`config.mk`:
```
export PLATFORM = sky130hd
export DESIGN_NAME = xor_accum
export DESIGN_NICKNAME = d
export VERILOG_FILES = /design/src/rtl/xor_pkg.sv /design/src/rtl/xor_word.sv /design/src/rtl/xor_accum.sv
export SDC_FILE = /design/constraint.sdc
export NUM_CORES = 1
export LEC_CHECK = 0
export CORE_MARGIN = 1.5
export CORE_UTILIZATION = 48
export CTS_CLUSTER_SIZE = 16
export DETAILED_ROUTE_END_ITERATION = 7
export HOLD_SLACK_MARGIN = 0.15
export PLACE_DENSITY = 0.83
export SLEW_MARGIN = 20
export SYNTH_ARGS = -nofsm -noshare
export SYNTH_HDL_FRONTEND = slang
export SYNTH_SLANG_ARGS = --single-unit
```
`constraint.sdc`:
```
create_clock -name clk -period 2.2 [get_ports clk]
set_input_delay 0.22 -clock clk [delete_from_list [all_inputs] [get_ports clk]]
set_output_delay 0.22 -clock clk [all_outputs]
set_load 0.01 [all_outputs]
```
`src/rtl/xor_pkg.sv`:
```
// Shared types and helpers for the streaming XOR checksum unit.
package xor_pkg;

  // Frame-level control states.
  typedef enum logic [1:0] {
    StIdle  = 2'd0,
    StAccum = 2'd1,
    StDone  = 2'd2
  } state_e;

  // Ceiling log2, used to size the frame-length counter.
  function automatic int unsigned clog2(input int unsigned value);
    int unsigned result;
    int unsigned v;
    result = 0;
    v      = (value > 0) ? value - 1 : 0;
    while (v > 0) begin
      result = result + 1;
      v      = v >> 1;
    end
    return (result == 0) ? 1 : result;
  endfunction

endpackage

```
`src/rtl/xor_word.sv`:
```
// Combinational bitwise XOR of two WIDTH-bit words.
module xor_word #(
  parameter int unsigned WIDTH = 8
) (
  input  logic [WIDTH-1:0] a_i,
  input  logic [WIDTH-1:0] b_i,
  output logic [WIDTH-1:0] y_o
);

  assign y_o = a_i ^ b_i;

endmodule

```
`src/rtl/xor_accum.sv`:
```
// Streaming XOR checksum: folds a frame of words into one XOR sum, reports
// the frame length (saturating at MAX_LEN) and an overflow flag, and holds
// the result until the sink takes it.
// Optional feature: define XOR_PARITY_OUT_EN to add the out_parity port.
module xor_accum
  import xor_pkg::*;
#(
  parameter int unsigned WIDTH   = 8,
  parameter int unsigned MAX_LEN = 16,
  localparam int unsigned CNT_W  = clog2(MAX_LEN + 1)
) (
  input  logic             clk,
  input  logic             rst,
  input  logic             in_valid,
  output logic             in_ready,
  input  logic [WIDTH-1:0] in_data,
  input  logic             in_last,
  output logic             out_valid,
  input  logic             out_ready,
  output logic [WIDTH-1:0] out_sum,
  output logic [CNT_W-1:0] out_len,
`ifdef XOR_PARITY_OUT_EN
  output logic             out_err,
  output logic             out_parity
`else
  output logic             out_err
`endif
);

  localparam logic [CNT_W-1:0] LenMax = CNT_W'(MAX_LEN);
  localparam logic [CNT_W-1:0] LenOne = CNT_W'(1);

  state_e           state_q, state_d;
  logic [WIDTH-1:0] acc_q, acc_d;
  logic [CNT_W-1:0] len_q, len_d;
  logic             err_q, err_d;
  logic [WIDTH-1:0] acc_xor;
  logic             in_xfer;
  logic             out_xfer;
  logic             len_at_max;

  assign in_xfer    = in_valid & in_ready;
  assign out_xfer   = out_valid & out_ready;
  assign len_at_max = (len_q == LenMax);

  xor_word #(
    .WIDTH(WIDTH)
  ) u_xor_word (
    .a_i(acc_q),
    .b_i(in_data),
    .y_o(acc_xor)
  );

  // State register.
  always_ff @(posedge clk) begin
    if (rst) begin
      state_q <= StIdle;
    end else begin
      state_q <= state_d;
    end
  end

  // Next-state logic: collect beats until in_last, then hold until consumed.
  always_comb begin
    state_d = state_q;
    unique case (state_q)
      StIdle, StAccum: begin
        if (in_xfer) begin
          state_d = in_last ? StDone : StAccum;
        end
      end
      StDone: begin
        if (out_xfer) begin
          state_d = StIdle;
        end
      end
      default: state_d = StIdle;
    endcase
  end

  // Handshake outputs decoded from the registered state only (glitch-free).
  always_comb begin
    in_ready  = (state_q != StDone);
    out_valid = (state_q == StDone);
  end

  // Datapath next-state: first beat loads, later beats fold in and count.
  always_comb begin
    acc_d = acc_q;
    len_d = len_q;
    err_d = err_q;
    if (in_xfer) begin
      if (state_q == StIdle) begin
        acc_d = in_data;
        len_d = LenOne;
        err_d = 1'b0;
      end else begin
        // Overflow beats still contribute to the sum.
        acc_d = acc_xor;
        len_d = len_at_max ? LenMax : len_q + LenOne;
        err_d = err_q | len_at_max;
      end
    end
  end

  // Datapath registers; reset discards any partial frame.
  always_ff @(posedge clk) begin
    if (rst) begin
      acc_q <= '0;
      len_q <= '0;
      err_q <= 1'b0;
    end else begin
      acc_q <= acc_d;
      len_q <= len_d;
      err_q <= err_d;
    end
  end

  assign out_sum = acc_q;
  assign out_len = len_q;
  assign out_err = err_q;

`ifdef XOR_PARITY_OUT_EN
  logic parity_q;

  // Parity tracks the accumulator so it is valid alongside out_sum.
  always_ff @(posedge clk) begin
    if (rst) begin
      parity_q <= 1'b0;
    end else begin
      parity_q <= ^acc_d;
    end
  end

  assign out_parity = parity_q;
`endif

endmodule

```
# Yosys cells after proc, flatten, opt, wreduce, memory -nomap -nowiden
# Cells that the tools add are included.
[word_totals]
reg_bits = 16
elab_cells = 26
output_inout_bits = 16
[classes]
add_sub_neg = 1
n_reduce_logical = 3
bitwise = 4
mux = 8
eq_ne = 6
[op_table]
columns = ["op", "n"]
rows = [
  ["$mux W5", 2],
  ["$mux W8", 1],
  ["$xor A8 B8 Y8", 1],
  ["$mux W2", 3],
  ["$add A5 B1 Y5 const B", 1],
  ["$eq A5 B5 Y1 const B", 1],
  ["$ne A2 B2 Y1 const B", 2],
  ["$pmux W2 S2", 1],
  ["$and A1 B1 Y1", 2],
  ["$eq A2 B1 Y1 const B", 1],
  ["$eq A2 B2 Y1 const B", 1],
  ["$logic_not A2 Y1", 1],
  ["$ne A2 B1 Y1 const B", 1],
  ["$reduce_and A2 Y1", 1],
  ["$reduce_or A2 Y1", 1],
  ["$mux W1", 1],
  ["$or A1 B1 Y1", 1],
]

# Logic depth before layout (Yosys ltp)
[depth]
word_depth = 4
depth_mapped = 5

# Hierarchy
# From an unflattened synthesis, not the netlist that was laid out.
[unflattened]
cells_unflattened = 108
area_unflattened_um2 = 1013.5
[by_module_without_submodules]
columns = ["module", "cells_each", "instances", "seq_area_each_um2", "area_per_inst_um2"]
rows = [
  ["xor_accum", 100, 1, 320.3, 943.4],
  ["xor_word", 8, 1, 0.0, 70.1],
]

# Least setup slack after synthesis
# Ideal clock, no wire load.
[synth_timing]
path_type = "reg2reg"
from = "register len_q[0] (netlist: out_len[0])"
to = "register len_q[2] (netlist: out_len[2])"
slack_ps = 843
path_buffers = 0
path_stages_with_launch = 6
arrival_ps = 1287
setup_ps = 70
cell_sequence = "dfxtp_1 inv_1 ha_1 nor4bb_1 or4_1 a21oi_1"
[synth_via]
elab_chain_len = 3
elab_cells_between_ends = 4
[synth_lines]
columns = ["element", "line", "source"]
rows = [
  ["start, declared", "xor_accum.sv:35", "logic [CNT_W-1:0] len_q, len_d;"],
  ["start signal, assigned", "xor_accum.sv:114", "len_q <= len_d;"],
  ["$add A5 B1 Y5 / $eq A5 B5 Y1 (equally long branches)", "xor_accum.sv:100, xor_accum.sv:44", ""],
  ["$mux W5 (*)", "xor_accum.sv:100", "len_d = len_at_max ? LenMax : len_q + LenOne;"],
  ["$mux W5 (*)", "xor_accum.sv:93", "if (state_q == StIdle) begin"],
]
# Mark *: on every way between the ends. The rest lies on a longest branch, timed or not.
# A chain may end at the register's enable or synchronous reset.

# Worst setup path after layout
[layout_timing]
from = "register state_q[1]"
to = "output port out_valid"
[layout_via]
elab_chain_len = 1
[layout_lines]
columns = ["element", "line", "source"]
rows = [
  ["start, declared", "xor_accum.sv:33", "state_e state_q, state_d;"],
  ["start signal, assigned", "xor_accum.sv:57", "state_q <= StIdle;"],
  ["start signal, assigned", "xor_accum.sv:59", "state_q <= state_d;"],
  ["$eq A2 B2 Y1", "xor_accum.sv:84", "out_valid = (state_q == StDone);"],
  ["end, declared", "xor_accum.sv:18", "output logic out_valid,"],
]
# Every way passes these cells.

==> summary.txt <==
Global route
  – Global-route wire length before repair: 3339 um
  – Pin count of the biggest net entering global routing: 34
  – Vias in the first global route: 794
  – Global-route usage over all layers: 21.46%
  – Antenna violations before repair: 0
  – Total gr overflow: 0

Final layout
  – Final Instance Area: 0.001230 mm^2
  – Number of nets at the end of the flow: 151
  – Layout cells sized above 1: 8.889%
  – Diode insertion count for antenna repair: 0
  – Area added between synthesis and finish: 36.34%

Clock network
  – Library cell used as clock root buffer: sky130_fd_sc_hd__clkbuf_4
  – Level count of the clock H-tree: 1
  – Cts bufs inserted: 3
  – Setup repair bufs after CTS: 0
  – TritonCTS clock tree: done
  – CTS-repair resized insts: 0
  – Post-CTS Hold Buffers: 0
  – CTS clock-pin slew for the worst setup and hold paths: 0.09 ns
  – Clock insertion delay at the later pin of the skew report: 0.28 ns
  – CTS max path bufs: 2
  – Clock sink count: 16

Placed design
  – Area of placed instances: 0.001194 mm^2
  – Routability congestion estimate: 0.7587
  – Total of buffers placed on input and output ports: 28
  – Post-detailed-placement half-perimeter wirelength: 1407 um

Floorplan
  – DIE WIDTH: 46.35 um
  – Cell Rows: 15
  – Effective utilization at floorplan: 51.68%
  – IO Pins: 29
  – Core area: 0.001745 mm^2
  – Die H: 46.35 um
  – Die Outline Area: 0.002148 mm^2

Hold path
  – Launch instance of the worst min-delay path: out_err
  – Worst Hold Class: register to register
  – Worst hold stages: 2
  – Endpoint of the worst hold-timing path: out_err

STA
  – Fin. max-slew vios: 0
  – Relative slew margins: 67.98%
  – Transition at the pin with the smallest max-transition slack: 0.4738 ns
  – Final Hold Fails: 0
  – Setup skew after layout: 0.002991 ns
  – Final setup fails: 0
  – Portion of the clock cycle consumed by the worst path in the final layout: 83.23%
  – RSZ-0062 raised after global routing: false
  – Final Critical Period: 1.831 ns
  – Achievable Freq: 546.1 MHz
  – Setup TNS: 0 ns

Drt
  – Vias after detailed routing: 880
  – Drt drc: 0
  – Detail-routed via count per cell: 5.500
  – Wirelength, routed: 1960 um
  – Count of antenna-violating nets left after detailed routing: 0
  – DR iter-0 viols: 11
  – DRT Pass-1 Iters: 4
  – Routed WL per cell: 12.25 um

Power and ir drop
  – Power density over the cells: 526.7 mW/mm^2
  – Maximum VDD drop: 0.0003242 V
  – Leakage power: 0.4347 nW

Synthesis
  – Post-synth EDFFs: 0
  – Top_reg_cell synth: sky130_fd_sc_hd__dfxtp_1
  – Cell area after technology mapping: 902.1 um^2
  – Dominant cell by count in the synthesized netlist: sky130_fd_sc_hd__a21oi_1
  – Share of synthesized flip-flops with an asynchronous set or reset: 0%
  – Yosys reg bits: 16
  – Fraction of synthesized cell area taken by the top area cell type: 35.51%
  – Cell type contributing the most total cell area after synthesis: sky130_fd_sc_hd__dfxtp_1
  – Mean Syn Cell Area: 8.353 um^2
  – Post-Syn Nets: 123
  – Share of synthesized area occupied by flip-flops and latches: 35.51%
  – Number of distinct standard cells referenced by the synthesized netlist: 28
  – Number of warnings printed during yosys synthesis: 0
  – Synthesized netlist cell count: 108
  – Cell types with the largest area share after synthesis: sky130_fd_sc_hd__dfxtp_1, sky130_fd_sc_hd__a21oi_1, sky130_fd_sc_hd__and4_1
  – Leading cell types by count after synthesis: sky130_fd_sc_hd__a21oi_1, sky130_fd_sc_hd__dfxtp_1

Critical path
  – Worst-case register-to-register setup slack: 0.75 ns
  – Source of the worst register-to-register timing path: out_len[0]
  – Worst endpoint required time: 1.98 ns
  – Type of the worst setup path: register to primary output
  – Capturing point of the worst reg2reg path: out_len[2]
  – Nature of the critical path endpoint: primary output
  – Type of element launching the critical path: register
  – Critical path data arrival time: 1.61 ns
  – Crit path max fanout: 8
  – Cells on worst reg2reg path: 5

Job
  – Number of max-capacitance violations reported: 0

Run status
  – Result of the run: finished clean
critical path: stages, from the launching register on:
cell and delay [ns]:
sky130_fd_sc_hd__dfxtp_1 0.33, sky130_fd_sc_hd__or2b_2 0.34, sky130_fd_sc_hd__inv_2 0.12, sky130_fd_sc_hd__clkdlybuf4s50_1 0.55
layer usage:
metal	track usage [%]	wire [um]	vias up
met2	35.56	952	19
met5	0	0	-
met3	4.314	92	2
met1	26.18	900	400
met4	10.29	15	0
li1	-	-	459
power by group:
| group | switching (W) | leakage [nW] | total, W | internal (W) |
|---|---|---|---|---|
| clock | 0.0000906 | 0.0210 | 0.000191 | 0.000101 |
| sequential | 0.0000126 | 0.131 | 0.000317 | 0.000304 |
| combinational | 0.0000630 | 0.283 | 0.000140 | 0.0000766 |
| total | 0.000166 | 0.435 | 0.000648 | 0.000482 |
state kept, by name (all words and copies together) (netlist names):
register / flops
out_err: 1
out_len: 5
out_sum: 8
state_q: 2
cell type report:
class / count / area [um^2]
multi-input combinational: 80 / 524.3
tap: 25 / 31.28
sequential: 16 / 320.3
clock buffer: 4 / 36.28
fill: 159 / 515.5
timing repair buffer: 31 / 302.8
inverter: 4 / 15.01
cell families (layout without fill, tap and decap cells):
group	Yosys count	after routing	share of synthesized area, %
adder cells (fa/ha/maj)	2	2	2.773
flip-flops	16	16	35.51
AND/OR/NAND/NOR	49	49	37.73
buffers and inverters	12	39	6.381
AO/OA/AOI/OAI	29	29	17.62
metrics by stage:
step / total power, W / setup WS, ns / hold WS (ns) / util (%) / instances
after detailed placement: 0.0004637 / 0.4226 / 0.4588 / 68.39 / 156
after global placement: 0.0004575 / 0.5052 / 0.4575 / 68.39 / 156
final: 0.0006478 / 0.3689 / 0.4735 / 70.47 / 160
after floorplan: 0.0003975 / 0.8431 / 0.2975 / - / 108
after CTS: 0.0006588 / 0.3592 / 0.4812 / 70.47 / 160
after global routing: 0.0006861 / 0.2856 / 0.5318 / 70.47 / 160
cells in the final DEF, fill, tap and decap left out, types with 3 or more instances in the layout:
cell and count:
sky130_fd_sc_hd__nor4_1 8, sky130_fd_sc_hd__buf_4 3, sky130_fd_sc_hd__dfxtp_1 16, sky130_fd_sc_hd__or4_1 3
sky130_fd_sc_hd__and4_1 8, sky130_fd_sc_hd__clkbuf_4 3, sky130_fd_sc_hd__a21oi_1 22, sky130_fd_sc_hd__nor2_1 3
sky130_fd_sc_hd__or3b_1 8, sky130_fd_sc_hd__clkdlybuf4s50_1 28, sky130_fd_sc_hd__nand2_1 3, sky130_fd_sc_hd__nand2b_1 8
how the worst max path moves through the flow:
stage / from / endpoint
floorplan: out_len[0] / out_len[2]
global placement: in_valid / out_len[4]
detailed placement: in_valid / out_len[2]
CTS: state_q[1] / out_valid
global route: state_q[1] / out_valid
finish: state_q[1] / out_valid
(Power assumes the default switching activity.)
